<file path="config.mk">
export PLATFORM = sky130hd
export DESIGN_NAME = cpu_ctrl
export DESIGN_NICKNAME = d
export VERILOG_FILES = /design/src/rtl/cpu_pkg.sv /design/src/rtl/cpu_pc.sv /design/src/rtl/cpu_ctrl.sv
export SDC_FILE = /design/constraint.sdc
export NUM_CORES = 1
export LEC_CHECK = 0
export ABC_AREA = 1
export CORE_ASPECT_RATIO = 1.1
export CORE_MARGIN = 3
export CORE_UTILIZATION = 50
export DETAILED_ROUTE_END_ITERATION = 8
export DONT_BUFFER_PORTS = 1
export GPL_TIMING_DRIVEN = 1
export SYNTH_ARGS = -nofsm -noshare
export SYNTH_HDL_FRONTEND = slang
export SYNTH_SLANG_ARGS = --single-unit
</file>
<file path="constraint.sdc">
create_clock -name clk -period 1.7 [get_ports clk]
set_input_delay 0.255 -clock clk [delete_from_list [all_inputs] [get_ports clk]]
set_output_delay 0.255 -clock clk [all_outputs]
set_load 0.01 [all_outputs]
</file>
<file path="src/rtl/cpu_pkg.sv">
// Shared definitions for the accumulator CPU control path: widths, opcodes,
// control FSM states and small opcode-classification helpers.
package cpu_pkg;

    localparam int unsigned DATA_W = 8;
    localparam int unsigned PC_W   = 8;
    localparam int unsigned OP_W   = 4;
    localparam int unsigned REG_W  = 4;

    // Opcodes are shared with the ALU; ALU-class opcodes double as alu_sel codes.
    localparam logic [OP_W-1:0] OP_NOP  = 4'h0;
    localparam logic [OP_W-1:0] OP_ADD  = 4'h1;
    localparam logic [OP_W-1:0] OP_SUB  = 4'h2;
    localparam logic [OP_W-1:0] OP_NOR  = 4'h3;
    localparam logic [OP_W-1:0] OP_MOVR = 4'h4;
    localparam logic [OP_W-1:0] OP_MOVA = 4'h5;
    localparam logic [OP_W-1:0] OP_JZ   = 4'h6;
    localparam logic [OP_W-1:0] OP_JC   = 4'h7;
    localparam logic [OP_W-1:0] OP_JMP  = 4'h8;
    localparam logic [OP_W-1:0] OP_LDI  = 4'h9;
    localparam logic [OP_W-1:0] OP_HALT = 4'hA;
    localparam logic [OP_W-1:0] OP_SHL  = 4'hB;
    localparam logic [OP_W-1:0] OP_SHR  = 4'hC;

    typedef enum logic [2:0] {
        FETCH,
        DECODE,
        OPER,
        EXEC,
        HALT
    } state_t;

    typedef struct packed {
        logic [OP_W-1:0]  op;
        logic [REG_W-1:0] n;
    } instr_t;

    function automatic logic is_two_byte(input logic [OP_W-1:0] op);
        return (op == OP_JZ) || (op == OP_JC) || (op == OP_JMP) || (op == OP_LDI);
    endfunction

    function automatic logic sets_flags(input logic [OP_W-1:0] op);
        return (op == OP_ADD) || (op == OP_SUB) || (op == OP_NOR) ||
               (op == OP_SHL) || (op == OP_SHR);
    endfunction

    function automatic logic writes_acc(input logic [OP_W-1:0] op);
        return sets_flags(op) || (op == OP_MOVR) || (op == OP_LDI);
    endfunction

    function automatic logic is_illegal(input logic [OP_W-1:0] op);
        return op > OP_SHR;
    endfunction

    // Non-ALU instructions park the ALU on NOP.
    function automatic logic [OP_W-1:0] alu_code(input logic [OP_W-1:0] op);
        return (writes_acc(op) && (op != OP_LDI)) ? op : OP_NOP;
    endfunction

endpackage

</file>
<file path="src/rtl/cpu_pc.sv">
// Program counter with +1/+2/branch-target selection; advances only when en is high.
module cpu_pc
    import cpu_pkg::*;
(
    input  logic            clk,
    input  logic            rst,
    input  logic            en,
    input  logic [OP_W-1:0] op,
    input  logic [PC_W-1:0] target,
    input  logic            flag_z,
    input  logic            flag_c,
    output logic [PC_W-1:0] pc,
    output logic [PC_W-1:0] pc_inc_c,
    output logic [PC_W-1:0] pc_nxt_c
);

    logic taken_c;

    // Conditional jumps test the flags latched by the last flag-setting op.
    always_comb begin
        taken_c = 1'b0;
        case (op)
            OP_JMP:  taken_c = 1'b1;
            OP_JZ:   taken_c = flag_z;
            OP_JC:   taken_c = flag_c;
            default: taken_c = 1'b0;
        endcase
    end

    always_comb begin
        pc_inc_c = pc + PC_W'(1);
        if (taken_c) begin
            pc_nxt_c = target;
        end else if (is_two_byte(op)) begin
            pc_nxt_c = pc + PC_W'(2);
        end else begin
            pc_nxt_c = pc_inc_c;
        end
    end

    always_ff @(posedge clk) begin
        if (rst) begin
            pc <= '0;
        end else if (en) begin
            pc <= pc_nxt_c;
        end
    end

endmodule

</file>
<file path="src/rtl/cpu_ctrl.sv">
// Multi-cycle fetch/decode/execute controller for the 8-bit accumulator CPU.
// All outputs are registered; EXEC strobes are high exactly while the FSM is in EXEC.
module cpu_ctrl
    import cpu_pkg::*;
(
    input  logic              clk,
    input  logic              rst,
    input  logic [DATA_W-1:0] mem_rdata,
    input  logic              mem_rvalid,
    input  logic              alu_z,
    input  logic              alu_c,
    output logic              mem_req,
    output logic [PC_W-1:0]   mem_addr,
    output logic [OP_W-1:0]   alu_sel,
    output logic              acc_we,
    output logic              acc_src,
    output logic              reg_we,
    output logic [REG_W-1:0]  reg_addr,
    output logic [DATA_W-1:0] imm,
    output logic              flag_z,
    output logic              flag_c,
    output logic              halted,
    output logic              illegal
);

    state_t            state;
    state_t            next_state;
    logic [OP_W-1:0]   op_q;
    instr_t            rd_c;
    logic              pc_en_c;
    logic [PC_W-1:0]   pc;
    logic [PC_W-1:0]   pc_inc_c;
    logic [PC_W-1:0]   pc_nxt_c;

    logic              req_d;
    logic [PC_W-1:0]   addr_d;
    logic [OP_W-1:0]   op_d;
    logic [OP_W-1:0]   alu_sel_d;
    logic [REG_W-1:0]  reg_addr_d;
    logic [DATA_W-1:0] imm_d;
    logic              acc_we_d;
    logic              acc_src_d;
    logic              reg_we_d;
    logic              illegal_d;
    logic              halted_d;
    logic              flag_z_d;
    logic              flag_c_d;

    cpu_pc u_pc (
        .clk      (clk),
        .rst      (rst),
        .en       (pc_en_c),
        .op       (op_q),
        .target   (imm),
        .flag_z   (flag_z),
        .flag_c   (flag_c),
        .pc       (pc),
        .pc_inc_c (pc_inc_c),
        .pc_nxt_c (pc_nxt_c)
    );

    always_ff @(posedge clk) begin
        if (rst) begin
            state <= FETCH;
        end else begin
            state <= next_state;
        end
    end

    // Next state plus next value of every registered output.
    always_comb begin
        next_state = state;
        req_d      = 1'b0;
        addr_d     = mem_addr;
        op_d       = op_q;
        alu_sel_d  = alu_sel;
        reg_addr_d = reg_addr;
        imm_d      = imm;
        acc_we_d   = 1'b0;
        acc_src_d  = 1'b0;
        reg_we_d   = 1'b0;
        illegal_d  = 1'b0;
        halted_d   = halted;
        flag_z_d   = flag_z;
        flag_c_d   = flag_c;
        pc_en_c    = 1'b0;
        rd_c       = instr_t'(mem_rdata);

        case (state)
            FETCH: begin
                // Gating with mem_req drops stale rvalid from an aborted request.
                req_d  = 1'b1;
                addr_d = pc;
                if (mem_req && mem_rvalid) begin
                    next_state = DECODE;
                    req_d      = 1'b0;
                    op_d       = rd_c.op;
                    alu_sel_d  = alu_code(rd_c.op);
                    reg_addr_d = rd_c.n;
                end
            end
            DECODE: begin
                if (is_two_byte(op_q)) begin
                    next_state = OPER;
                    req_d      = 1'b1;
                    addr_d     = pc_inc_c;
                end else begin
                    next_state = EXEC;
                end
            end
            OPER: begin
                req_d = 1'b1;
                if (mem_req && mem_rvalid) begin
                    next_state = EXEC;
                    req_d      = 1'b0;
                    imm_d      = mem_rdata;
                end
            end
            EXEC: begin
                pc_en_c = 1'b1;
                if (op_q == OP_HALT) begin
                    next_state = HALT;
                    halted_d   = 1'b1;
                end else begin
                    next_state = FETCH;
                    req_d      = 1'b1;
                    addr_d     = pc_nxt_c;
                end
                if (sets_flags(op_q)) begin
                    flag_z_d = alu_z;
                    flag_c_d = alu_c;
                end
            end
            HALT: begin
                next_state = HALT;
            end
            default: begin
                next_state = FETCH;
            end
        endcase

        // Strobes are registered on entry so they cover exactly the EXEC cycle.
        if (next_state == EXEC) begin
            acc_we_d  = writes_acc(op_q);
            acc_src_d = (op_q == OP_LDI);
            reg_we_d  = (op_q == OP_MOVA);
            illegal_d = is_illegal(op_q);
        end
    end

    always_ff @(posedge clk) begin
        if (rst) begin
            mem_req  <= 1'b0;
            mem_addr <= '0;
            op_q     <= OP_NOP;
            alu_sel  <= OP_NOP;
            reg_addr <= '0;
            imm      <= '0;
            acc_we   <= 1'b0;
            acc_src  <= 1'b0;
            reg_we   <= 1'b0;
            illegal  <= 1'b0;
            halted   <= 1'b0;
            flag_z   <= 1'b0;
            flag_c   <= 1'b0;
        end else begin
            mem_req  <= req_d;
            mem_addr <= addr_d;
            op_q     <= op_d;
            alu_sel  <= alu_sel_d;
            reg_addr <= reg_addr_d;
            imm      <= imm_d;
            acc_we   <= acc_we_d;
            acc_src  <= acc_src_d;
            reg_we   <= reg_we_d;
            illegal  <= illegal_d;
            halted   <= halted_d;
            flag_z   <= flag_z_d;
            flag_c   <= flag_c_d;
        end
    end

endmodule

</file>
# After elaboration in Yosys (flattened, before gate mapping)
# Cells that the tools add are included.
word_totals:
  wordCells: 89
  output_inout_bits: 32
  in_bits: 13
  register_bits: 47
classes:
  n_mux: 17
  n_bitwise: 1
  addsub: 2
  eq_ne: 27
  magnitude_cmp: 1
  n_reduce_logical: 26
ops:
  columns: ["op", "n"]
  rows:
  - ["$eq 4x4->1 const B", 8]
  - ["$mux 8", 4]
  - ["$pmux 8 s3", 1]
  - ["$eq 4x3->1 const B", 5]
  - ["$eq 4x2->1 const B", 4]
  - ["$logic_or 1x1->1", 15]
  - ["$pmux 3 s5", 1]
  - ["$eq 3x2->1 const B", 3]
  - ["$mux 3", 3]
  - ["$add 8x1->8 const B", 1]
  - ["$add 8x2->8 const B", 1]
  - ["$eq 4x1->1 const B", 2]
  - ["$reduce_and 2->1", 4]
  - ["$pmux 1 s3", 2]
  - ["$mux 1", 5]
  - ["$gt 4x4->1 const B", 1]
  - ["$mux 4", 1]
  - ["$ne 2x2->1 const B", 2]
  - ["$ne 4x4->1 const B", 1]
  - ["$reduce_or 2->1", 2]
  - ["$eq 3x1->1 const B", 1]
  - ["$eq 3x3->1 const B", 1]
  - ["$logic_not 3->1", 1]
  - ["$reduce_and 3->1", 1]
  - ["other kinds (3)", 4]

# Longest topological paths before layout
# Gate-level depths: netlist of run 1.
depth:
  word_depth: 9
  ltp_mapped: 10
  ltp_nobuf: 9

# Modules after synthesis
# From an unflattened synthesis of run 1, not the netlist that was laid out.
unflattened:
  hier_cells: 406
  hier_area_um2: 2640.0
modules_own_cells:
  columns: ["module", "seq_area_each_um2", "instances", "cells_per_inst", "area_each_um2"]
  rows:
  - ["cpu_ctrl", 780.7, 1, 259, 1835.5]
  - ["cpu_pc", 160.2, 1, 147, 804.5]

# Worst setup path after synthesis of run 1
# OpenSTA, ideal clock, no wires.
synth_timing:
  kind: "flip-flop to flip-flop"
  from: "reg u_pc.pc[2]"
  to: "reg u_pc.pc[3]"
  period_less_slack_ps: 1312
  path_buffers: 0
  path_slack_ps: 388
  setup_time_ps: 132
  t_required_ps: 1568
  stages_incl_launch_ff: 9
  t_arrival_ps: 1179
  path_cell_list: "dfxtp_1 > ha_1 > nand2_1 > o21ai_0 > nand2_1 > nand2_1 > nand2_1 > nand2_1 > a21oi_1"
synth_between:
  elab_chain_cells: 3
  elab_cells_between_ends: 4
  cone_classes: "add/sub: 2; mux: 2"
synth_rtl:
  columns: ["item", "line_no", "rtl"]
  rows:
  - ["start: declaration", "cpu_pc.sv:12", "output logic [PC_W-1:0] pc,"]
  - ["start signal: assignment", "cpu_pc.sv:45", "pc <= pc_nxt_c;"]
  - ["$add 8x1->8 or $add 8x2->8 (tied branches)", "cpu_pc.sv:31, cpu_pc.sv:35", null]
  - ["$mux 8 (*)", "cpu_pc.sv:34", "end else if (is_two_byte(op)) begin"]
  - ["$mux 8 (*)", "cpu_pc.sv:32", "if (taken_c) begin"]
# Mark *: on every way between the ends. The rest lies on a longest branch, timed or not.
# A chain may end at the register's enable or synchronous reset.

# Final worst setup path of run 1
layout_timing:
  from: "reg op_q[0]"
  to: "reg u_pc.pc[2]"
layout_between:
  elab_chain_cells: 6
  elab_cells_between_ends: 10
  cone_classes: "eq/ne: 4; mux: 3; reduce/logical: 3"
layout_rtl:
  columns: ["item", "line_no", "rtl"]
  rows:
  - ["start: declaration", "cpu_ctrl.sv:28", "logic [OP_W-1:0] op_q;"]
  - ["start signal: assignment", "cpu_ctrl.sv:169", "op_q <= op_d;"]
  - ["$eq 4x3->1", "cpu_pkg.sv:39, cpu_pc.sv:22", null]
  - ["$logic_or 1x1->1 (3 in a row)", "cpu_pkg.sv:39", "return (op == OP_JZ) || (op == OP_JC) || (op == OP_JMP) || (op == OP_LDI);"]
  - ["$mux 8", "cpu_pc.sv:34", null]
  - ["$mux 8 (*)", "cpu_pc.sv:32", null]
# Marked as above.

==> results.txt, run 1 <==
----------------------------------------------------
[Drt]
  Drt total wl ... 6200 µm
  Residual DRC ... 0
  Number of nets with antenna violations after routing ... 0
  Detail-routed net length per standard cell ... 14.4 µm
  DRT Pass-1 Iters ... 4
  Per-cell via count in the routed design ... 5.30
  1st-iter DRT viols ... 112
  Total number of vias ... 2278

[Power]
  Sequential power share ... 0.508
  P_int ... 0.00175 W
  Peak supply drop ... 0.420 mV
  Net switching power figure ... 0.000665 W
  Clock network power share ... 0.346
  Combinational share of power ... 0.145
  Switching share of power ... 0.275
  P_leak ... 1.10 nW
  Areal power density over the cells ... 910 nW/µm²

[Placement]
  Worst slack after detailed placement ... 0.124 ns
  Final estimated routing congestion in global placement ... 0.869
  Placed instance count ... 421
  Number of port buffers ... 0
  Final HPWL DP ... 4600 µm

[Worst setup path]
  Worst Reg2Reg Path Length in Cells ... 8
  Data arrival time of the critical path ... 1.70 ns
  WS Path Type ... flip-flop to flip-flop
  Path length in cells of the critical path ... 8
  Critical Path Slowest Stage Cell ... dfxtp_2
  Worst-path cell chain ... nor2_2 -> inv_1 -> nor2_1 -> inv_1 -> nand2_2 -> nand2_1 -> nand3_1 -> a21oi_1
  Critical Path Start Type ... flip-flop
  Cell class contributing the biggest share of worst-path delay ... simple AND/OR/NAND/NOR gates
  Worst setup EP type ... flip-flop
  Worst path most repeated cell ... inv_1
  Slowest stage delay, CP ... 0.38 ns
  Data required, critical path ... 1.85 ns
  Crit-path max FO ... 8
  Number of buffers and inverters on the critical path ... 2

[Die]
  Total die area ... 5850 µm²
  Starting Density ... 0.527
  Number of placement rows ... 26
  Number of top-level design ports ... 45
  Die X-Extent ... 73.2 µm
  Vertical extent of the die ... 79.9 µm
  Placeable core region ... 4720 µm²

[Finish]
  Finished Core Util ... 0.563
  Fill cells ... 507
  Fraction of layout instances using a drive strength above 1 ... 0.118
  Diodes inserted ... 0
  Non-Filler Instances ... 430
  Area growth, synth to finish ... 6.90%
  Count of nets after finishing ... 388

[Synthesis]
  Synth Register Bits ... 47
  Number of warnings printed during yosys synthesis ... 0
  Syn avg cell area ... 6.68 µm²
  Proportion of synthesized chip area in sequential cells ... 0.379
  Post-Syn Area ... 2480 µm²
  Synthesized instance count ... 372
  Most common flop cell mapped by yosys ... dfxtp_1
  Number of nets in the synthesized netlist ... 387
  Number of enable flip-flop cells after synthesis ... 0
  Share of flip-flops with an asynchronous set or reset ... 0
  Synth unique cells ... 35

[Clock tree]
  Maximum number of buffers from clock root to sink ... 2
  CTS Root Cell ... clkbuf_8
  Clock tree from TritonCTS ... done
  Number of sinks driven by the clock tree ... 47
  Number of buffers inserted during clock tree synthesis ... 5
  Clock network latency to the later pin of the worst-skew pair ... 0.30 ns
  Number of H-tree branching levels ... 2
  Register clock-pin slew on the reported worst setup and hold paths ... 0.08 ns

[Global route]
  Number of antenna violations at the first check in global routing ... 0
  First-pass GRT wire length ... 10300 µm
  Overflow after GRT ... 0
  Total GRT Usage ... 0.227
  Pin count of the biggest net entering global routing ... 25
  Vias in the first global route ... 2148

[Min path]
  Class of the tightest hold or removal check ... input port to flip-flop
  Hold-critical path depth ... 1

[STA]
  Clock period minus final worst setup slack ... 1.55 ns
  Min setup slack post-route ... 0.151 ns
  Worst Skew ... 0.00852 ns
  Final Hold Viols ... 0
  Total setup violations reported at the end of the flow ... 0
  Actual slew at the worst max-slew pin ... 0.667 ns
  Hold slack final ... 0.0173 ns
  Relative max-transition margin ... 0.554
  Final worst path period share ... 0.911
  Timing-limited maximum frequency ... 0.646 GHz
  Final Max Slew Viols ... 0

[Outcome]
  Run status ... complete, no violations

[Run]
  Max-capacitance violation count ... 0

----------------------------------------------------
## worst register-to-register path: stages (launching register included)
cell,delay (ns)
dfxtp_2,0.38
nor2_2,0.19
inv_1,0.06
nor2_1,0.21
inv_1,0.09
nand2_2,0.15
nand2_1,0.12
nand3_1,0.15
a21oi_1,0.08
## what timing repair did
item,4_1_cts,5_1_grt
endpoints found under the hold margin,0,13
gates resized for setup,0,5
setup endpoints to repair,0,14
hold buffers,0,1
setup buffers,0,0
## sequential cells by signal, summed over array words and instances (netlist names)
name / flops
state: 3
halted: 1
acc_src: 1
imm: 8
illegal: 1
flag_z: 1
reg_addr: 4
acc_we: 1
mem_addr: 8
u_pc.pc: 8
alu_sel: 4
mem_req: 1
op_q: 4
reg_we: 1
flag_c: 1
## worst paths after layout
kind	slack (ns)	from	to
max	0.15	op_q[0]$_SDFFE_PP0P_	u_pc.pc[2]$_SDFFE_PP0P_
min	0.02	rst	alu_sel[3]$_SDFFE_PP0P_
max reg2reg	0.15	op_q[0]$_SDFFE_PP0P_	u_pc.pc[2]$_SDFFE_PP0P_
min reg2reg	0.49	state[2]$_SDFF_PP0_	state[2]$_SDFF_PP0_
## logic make-up after synthesis
family,share of synthesized area
AOI/OAI and AO/OA,0.166
xor gates and xnor gates,0.00353
and+or+nand+nor,0.326
adders and majority gates,0.0101
DFF,0.379
buffers and inverters,0.115
## metal layers
metal / wire [µm] / global-route usage / vias up
li1: - / - / 1192
met1: 2820 / 0.290 / 1018
met2: 2900 / 0.367 / 58
met3: 358 / 0.0579 / 10
met4: 120 / 0.0756 / 0
met5: 0 / 0 / -
## metrics by stage
stage | area [µm²] | setup TNS [ns] | power, W
finish | 2660 | 0 | 0.00242
global route | 2660 | -0.00781 | 0.00255
detailed placement | 2520 | 0 | 0.00160
CTS | 2630 | 0 | 0.00243
global placement | 2520 | 0 | 0.00159
floorplan | 2480 | 0 | 0.00154
## power groups by stage
stage	Combinational (W)	Sequential, W	Clock [W]
after global routing	0.000401	0.00124	0.000914
after detailed placement	0.000341	0.00125	0
after CTS	0.000344	0.00123	0.000863
final	0.000351	0.00123	0.000836
after floorplan	0.000298	0.00124	0
after global placement	0.000340	0.00125	0
## cell type report
type                       instances  area [µm²]  share of cell area
tap                               56        70.1              0.0264
timing repair buffer               8        62.6              0.0236
multi-input combinational        259        1260               0.476
clock buffer                       6        82.6              0.0311
clock inverter                     2        35.0              0.0132
inverter                          52         195              0.0735
sequential                        47         945               0.356
## placed cells by master (no fill, tap or decap), drive strengths merged, types with 4 or more instances in the layout
master  instances
buf             7
clkbuf          6
nand4           4
nand3          30
inv            52
nor2           38
nand2         105
a21oi          48
o21ai          18
dfxtp          47
## cell usage after synthesis (2+ instances only)
cell,number,share of area
nand2_2,3,0.0076
a31oi_1,2,0.0050
buf_6,2,0.0091
clkbuf_1,3,0.0045
nand3_2,3,0.012
a21oi_2,5,0.018
nand4_1,4,0.010
dfxtp_1,47,0.38
nor2_2,2,0.0050
o21ai_0,17,0.034
inv_2,7,0.011
nand2_1,101,0.15
nand3_1,26,0.052
ha_1,2,0.010
o22ai_1,2,0.0050
inv_1,45,0.068
buf_2,6,0.012
nor2_4,3,0.014
a22oi_1,2,0.0060
nor2_1,33,0.050
a21oi_1,43,0.087
No activity file was read; power rests on OpenSTA's default activity.
==> inputs of run 2 (changes only) <==
HOLD_SLACK_MARGIN = 0.15   (was default)
==> results.txt, run 2 (synthesis gave the netlist of run 1 again) <==
----------------------------------------------------
[Outcome]
  Run status ... complete, no violations (unchanged)

[Finish]
  Most common cell after layout, fill and taps aside ... nand2_1 (unchanged)
  Count of nets after finishing ... 398 (was 388)
  Finished Core Util ... 0.585 (was 0.563)
  Fraction of layout instances using a drive strength above 1 ... 0.117 (was 0.118)
  Top Registers ... imm (8), mem_addr (8), u_pc.pc (8) (unchanged)
  Fill cells ... 495 (was 507)
  Area growth, synth to finish ... 11.0% (was 6.90%)
  Most frequent cells in the layout ... nand2_1, inv_1, dfxtp_1 (unchanged)
  Diodes inserted ... 0 (unchanged)

[Die]
  Number of placement rows ... 26 (unchanged)
  Total die area ... 5850 µm² (unchanged)
  Number of top-level design ports ... 45 (unchanged)
  Vertical extent of the die ... 79.9 µm (unchanged)
  Die X-Extent ... 73.2 µm (unchanged)
  Placeable core region ... 4720 µm² (unchanged)
  Starting Density ... 0.527 (unchanged)

[Min path]
  Class of the tightest hold or removal check ... input port to flip-flop (unchanged)

[Global route]
  Vias in the first global route ... 2210 (was 2148)
  Total GRT Usage ... 0.233 (was 0.227)
  First-pass GRT wire length ... 10600 µm (was 10300 µm)
  Overflow after GRT ... 0 (unchanged)
  Number of antenna violations at the first check in global routing ... 0 (unchanged)
  Pin count of the biggest net entering global routing ... 24 (was 25)

[Clock tree]
  Maximum number of buffers from clock root to sink ... 2 (unchanged)
  Clock network latency to the later pin of the worst-skew pair ... 0.30 ns (about the same)
  Number of sinks driven by the clock tree ... 47 (unchanged)
  Post-CTS setup repair buffer count ... 0 (unchanged)
  Clock tree from TritonCTS ... done (unchanged)
  Register clock-pin slew on the reported worst setup and hold paths ... 0.08 ns (about the same)
  Number of buffers inserted during clock tree synthesis ... 5 (unchanged)
  CTS Root Cell ... clkbuf_8 (unchanged)
  Number of H-tree branching levels ... 2 (unchanged)

[Worst setup path]
  Number of buffers and inverters on the critical path ... 2 (unchanged)
  Worst flop-to-flop path endpoint ... acc_src$_SDFF_PP0_ (was u_pc.pc[2]$_SDFFE_PP0P_)
  Worst Reg2Reg Path Length in Cells ... 7 (was 8)
  Critical Path Slowest Stage Cell ... dfxtp_1 (was dfxtp_2)
  Crit. Startpoint ... state[0]$_SDFF_PP0_ (was op_q[0]$_SDFFE_PP0P_)
  Path length in cells of the critical path ... 7 (was 8)
  Worst setup EP type ... flip-flop (unchanged)
  Data required, critical path ... 1.89 ns (was 1.85 ns)
  Worst Setup EP ... acc_src$_SDFF_PP0_ (was u_pc.pc[2]$_SDFFE_PP0P_)
  Start of the worst register-to-register path ... state[0]$_SDFF_PP0_ (was op_q[0]$_SDFFE_PP0P_)
  Critical Path Start Type ... flip-flop (unchanged)
  Cell class contributing the biggest share of worst-path delay ... simple AND/OR/NAND/NOR gates (unchanged)
  WS Path Type ... flip-flop to flip-flop (unchanged)
  Crit-path max FO ... 12 (was 8)
  Worst-path cell chain ... inv_1 -> nand3_1 -> nor2_4 -> inv_1 -> nand2_1 -> nand2_1 -> nor4_1 (was nor2_2 -> inv_1 -> nor2_1 -> inv_1 -> nand2_2 -> nand2_1 -> nand3_1 -> a21oi_1)
  Data arrival time of the critical path ... 1.72 ns (was 1.70 ns)
  R2R Setup Slk ... 0.17 ns (was 0.15 ns)
  Slowest stage delay, CP ... 0.36 ns (was 0.38 ns)

[Drt]
  Total number of vias ... 2309 (was 2278)
  Drt total wl ... 6250 µm (was 6200 µm)
  Residual DRC ... 0 (unchanged)
  1st-iter DRT viols ... 100 (was 112)
  Detail-routed net length per standard cell ... 14.2 µm (was 14.4 µm)
  Number of nets with antenna violations after routing ... 0 (unchanged)
  Per-cell via count in the routed design ... 5.25 (was 5.30)
  DRT Pass-1 Iters ... 4 (unchanged)

[STA]
  Timing-limited maximum frequency ... 0.654 GHz (was 0.646 GHz)
  Total setup violations reported at the end of the flow ... 0 (unchanged)
  Relative max-transition margin ... 0.315 (was 0.554)
  Unrepaired setup endpoints after global routing ... no
  Clock period minus final worst setup slack ... 1.53 ns (was 1.55 ns)
  Worst Skew ... 0.00835 ns (was 0.00852 ns)
  Final Max Slew Viols ... 0 (unchanged)
  Final total negative setup slack ... 0 ns (unchanged)
  Final worst path period share ... 0.900 (was 0.911)
  Actual slew at the worst max-slew pin ... 1.02 ns (was 0.667 ns)
  Final Hold Viols ... 0 (unchanged)

[Placement]
  Final estimated routing congestion in global placement ... 0.869 (unchanged)
  Number of port buffers ... 0 (unchanged)
  Final HPWL DP ... 4600 µm (unchanged)

[Power]
  Peak supply drop ... 0.420 mV (about the same)
  Areal power density over the cells ... 887 nW/µm² (was 910 nW/µm²)
  P_leak ... 1.15 nW (was 1.10 nW)

[Run]
  Max-capacitance violation count ... 0 (unchanged)

----------------------------------------------------
[run 2: cell types whose count changed in the layout (fill, tap and decap cells not counted)]
cell	delta
dlygate4sd3_1	+10
nor2_2	+1
nor2_1	-1
[run 2: timing repair]
| item | in CTS | in global routing |
|---|---|---|
| hold buffers | 11 | 0 |
| gates resized for setup | 0 | 6 |
| setup endpoints to repair | 0 | 15 |
| hold endpoints to repair | 33 | 0 |
[run 2: final cells by class]
type	count	area [µm²]	share of cell area
Tap cell	56	70.1	0.0254
Timing Repair Buffer	18	163	0.0590
Clock inverter	2	35.0	0.0127
Sequential cell	47	945	0.343
Inverter	52	195	0.0708
Multi-Input combinational cell	259	1270	0.460
Clock buffer	6	82.6	0.0299
[run 2: layer usage]
metal	wire (µm)	vias up	GRT usage	share of wire
li1	-	1210	-	-
met1	2830	1036	0.304	0.45
met2	2980	53	0.374	0.48
met3	320	10	0.0554	0.051
met4	120	0	0.0756	0.019
met5	0	-	0	0
[run 2: through the flow]
step | instance area (µm²) | total power, W | hold WS, ns | instances | setup WS [ns]
3_3_place_gp | 2520 | 0.00159 | 0.327 | 421 | 0.142
5_1_grt | 2760 | 0.00258 | 0.182 | 440 | 0.00934
6_report | 2760 | 0.00245 | 0.167 | 440 | 0.170
4_1_cts | 2740 | 0.00247 | 0.152 | 440 | 0.0533
3_5_place_dp | 2520 | 0.00160 | 0.329 | 421 | 0.124
2_1_floorplan | 2480 | 0.00154 | 0.324 | 372 | 0.388
[run 2: how the worst min path moves through the flow]
stage,to,cells past startpoint,startpoint,slack [ns]
2_1_floorplan,alu_sel[3]$_SDFFE_PP0P_,1,rst,0.32
3_3_place_gp,op_q[3]$_SDFFE_PP0P_,1,rst,0.33
3_5_place_dp,op_q[1]$_SDFFE_PP0P_,1,rst,0.33
4_1_cts,op_q[2]$_SDFFE_PP0P_,2,mem_rdata[6],0.15
5_1_grt,imm[6]$_SDFFE_PP0P_,2,mem_rdata[6],0.18
6_report,imm[6]$_SDFFE_PP0P_,2,mem_rdata[6],0.17
[run 2: where the power goes]
group          switching, W  total, W  internal (W)
combinational      0.000244  0.000375      0.000132
clock              0.000367  0.000843      0.000476
sequential        0.0000698   0.00123       0.00116
total              0.000681   0.00245       0.00177
==> inputs of run 3 (changes only) <==
CORE_UTILIZATION = 40   (was 50)
RECOVER_POWER = 100   (was default)
==> results.txt, run 3 (synthesis gave the netlist of run 1 again) <==
----------------------------------------------------
[Finish]
  Non-Filler Instances ... 465 (was 440)
  Most frequent cells in the layout ... nand2_1, inv_1, a21oi_1, dfxtp_1, nor2_1 (was nand2_1, inv_1, dfxtp_1)
  Count of nets after finishing ... 402 (was 398)
  Diodes inserted ... 0 (unchanged)
  Most common cell after layout, fill and taps aside ... nand2_1 (unchanged)
  Fill cells ... 631 (was 495)
  Finished Core Util ... 0.474 (was 0.585)
  Area of the multi-input gates ... 1250 µm² (was 1270 µm²)
  Area growth, synth to finish ... 12.3% (was 11.0%)
  Final Instance Area ... 2790 µm² (was 2760 µm²)
  Top Registers ... imm (8), mem_addr (8), u_pc.pc (8) (unchanged)
  Fraction of layout instances using a drive strength above 1 ... 0.113 (was 0.117)
  Area taken by flip-flops and latches ... 943 µm² (was 945 µm²)

[Power]
  Peak supply drop ... 0.484 mV (was 0.420 mV)
  Areal power density over the cells ... 884 nW/µm² (was 887 nW/µm²)
  Final Power ... 0.00246 W (was 0.00245 W)
  P_leak ... 1.15 nW (about the same)

[Global route]
  Pin count of the biggest net entering global routing ... 24 (unchanged)
  Total GRT Usage ... 0.196 (was 0.233)
  First-pass GRT wire length ... 10900 µm (was 10600 µm)
  Number of antenna violations at the first check in global routing ... 0 (unchanged)
  Overflow after GRT ... 0 (unchanged)
  Vias in the first global route ... 2272 (was 2210)

[Drt]
  1st-iter DRT viols ... 130 (was 100)
  Detail-routed net length per standard cell ... 14.1 µm (was 14.2 µm)
  Drt total wl ... 6540 µm (was 6250 µm)
  Residual DRC ... 0 (unchanged)
  Number of nets with antenna violations after routing ... 0 (unchanged)
  Total number of vias ... 2332 (was 2309)
  DRT Pass-1 Iters ... 4 (unchanged)
  Per-cell via count in the routed design ... 5.02 (was 5.25)

[Die]
  Number of placement rows ... 29 (was 26)
  Vertical extent of the die ... 88.6 µm (was 79.9 µm)
  Total die area ... 7190 µm² (was 5850 µm²)
  Die X-Extent ... 81.1 µm (was 73.2 µm)
  Number of top-level design ports ... 45 (unchanged)
  Starting Density ... 0.423 (was 0.527)
  Placeable core region ... 5880 µm² (was 4720 µm²)

[Placement]
  Placed instance count ... 446 (was 421)
  Final estimated routing congestion in global placement ... 0.927 (was 0.869)
  Number of port buffers ... 0 (unchanged)
  Final HPWL DP ... 4740 µm (was 4600 µm)
  DP Area ... 2570 µm² (was 2520 µm²)

[Clock tree]
  Number of sinks driven by the clock tree ... 47 (unchanged)
  Maximum number of buffers from clock root to sink ... 2 (unchanged)
  Clock network latency to the later pin of the worst-skew pair ... 0.31 ns (was 0.30 ns)
  CTS Root Cell ... clkbuf_8 (unchanged)
  Post-CTS setup repair buffer count ... 0 (unchanged)
  Number of buffers inserted during clock tree synthesis ... 5 (unchanged)
  Number of H-tree branching levels ... 2 (unchanged)
  Clock tree from TritonCTS ... done (unchanged)
  Register clock-pin slew on the reported worst setup and hold paths ... 0.09 ns (was 0.08 ns)

[Worst setup path]
  Worst setup EP type ... flip-flop (unchanged)
  WS Path Type ... flip-flop to flip-flop (unchanged)
  Critical Path Start Type ... flip-flop (unchanged)
  Data required, critical path ... 1.85 ns (was 1.89 ns)
  Cell class contributing the biggest share of worst-path delay ... simple AND/OR/NAND/NOR gates (unchanged)
  Number of buffers and inverters on the critical path ... 2 (unchanged)
  Crit-path max FO ... 8 (was 12)
  Critical Path Slowest Stage Cell ... dfxtp_2 (was dfxtp_1)
  Slowest stage delay, CP ... 0.38 ns (was 0.36 ns)
  Worst-path cell chain ... nor2_2 -> inv_1 -> nor2_1 -> inv_1 -> nand2_2 -> a21oi_1 -> nand2_1 -> a21oi_1 (was inv_1 -> nand3_1 -> nor2_4 -> inv_1 -> nand2_1 -> nand2_1 -> nor4_1)
  R2R Setup Slk ... 0.12 ns (was 0.17 ns)
  Data arrival time of the critical path ... 1.73 ns (was 1.72 ns)

[STA]
  Clock period minus final worst setup slack ... 1.58 ns (was 1.53 ns)
  Timing-limited maximum frequency ... 0.633 GHz (was 0.654 GHz)
  Final Max Slew Viols ... 0 (unchanged)
  Unrepaired setup endpoints after global routing ... no (unchanged)
  Worst Skew ... 0.00615 ns (was 0.00835 ns)
  Final total negative setup slack ... 0 ns (unchanged)
  Actual slew at the worst max-slew pin ... 1.01 ns (was 1.02 ns)
  Relative max-transition margin ... 0.323 (was 0.315)
  Total setup violations reported at the end of the flow ... 0 (unchanged)
  Final worst path period share ... 0.929 (was 0.900)
  Final Hold Viols ... 0 (unchanged)

[Outcome]
  Run status ... complete, no violations (unchanged)

[Run]
  Max-capacitance violation count ... 0 (unchanged)

[Min path]
  Class of the tightest hold or removal check ... input port to flip-flop (unchanged)

----------------------------------------------------
## run 3: layout make-up
type                       count  share of cell area
multi-input combinational    259               0.450
sequential                    47               0.338
inverter                      52              0.0700
timing repair buffer          22              0.0655
tap                           77              0.0345
clock buffer                   5              0.0247
clock inverter                 3              0.0170
## run 3: power by group
group,internal (W),switching (W),leakage [nW],total (W)
sequential,0.00116,0.0000682,0.382,0.00123
clock,0.000446,0.000414,0.0587,0.000861
combinational,0.000130,0.000248,0.713,0.000378
total,0.00173,0.000730,1.15,0.00246
## run 3: metrics by stage
step	hold WS, ns	setup slack [ns]
2_1_floorplan	0.324	0.388
3_3_place_gp	0.327	0.170
3_5_place_dp	0.329	0.154
4_1_cts	0.221	0.0959
5_1_grt	0.245	0.00685
6_report	0.229	0.120
## run 3: worst min-delay path, stage by stage
cell and delay [ns]:
nor2_1 0.05, a21oi_1 0.14, nor2_1 0.05
## run 3: path summary, 6_finish.rpt
check	startpoint	endpoint	cells past startpoint
worst max register to register	op_q[0]$_SDFFE_PP0P_	u_pc.pc[0]$_SDFFE_PP0P_	8
worst max-delay path	op_q[0]$_SDFFE_PP0P_	u_pc.pc[0]$_SDFFE_PP0P_	8
worst min register to register	state[2]$_SDFF_PP0_	state[2]$_SDFF_PP0_	2
worst min-delay path	mem_rdata[5]	alu_sel[2]$_SDFFE_PP0P_	3
## run 3: what timing repair did
action                     4_1_cts  5_1_grt
hold buffers                    11        0
gates resized for setup          0        4
hold endpoints to repair        35        0
setup endpoints to repair        0       14
## run 3: per-layer routing
layer	vias to the layer above	share of wire	track usage
li1	1218	-	-
met1	1048	0.45	0.240
met2	60	0.49	0.344
met3	6	0.053	0.0418
met4	0	0.010	0.0568
met5	-	0	0
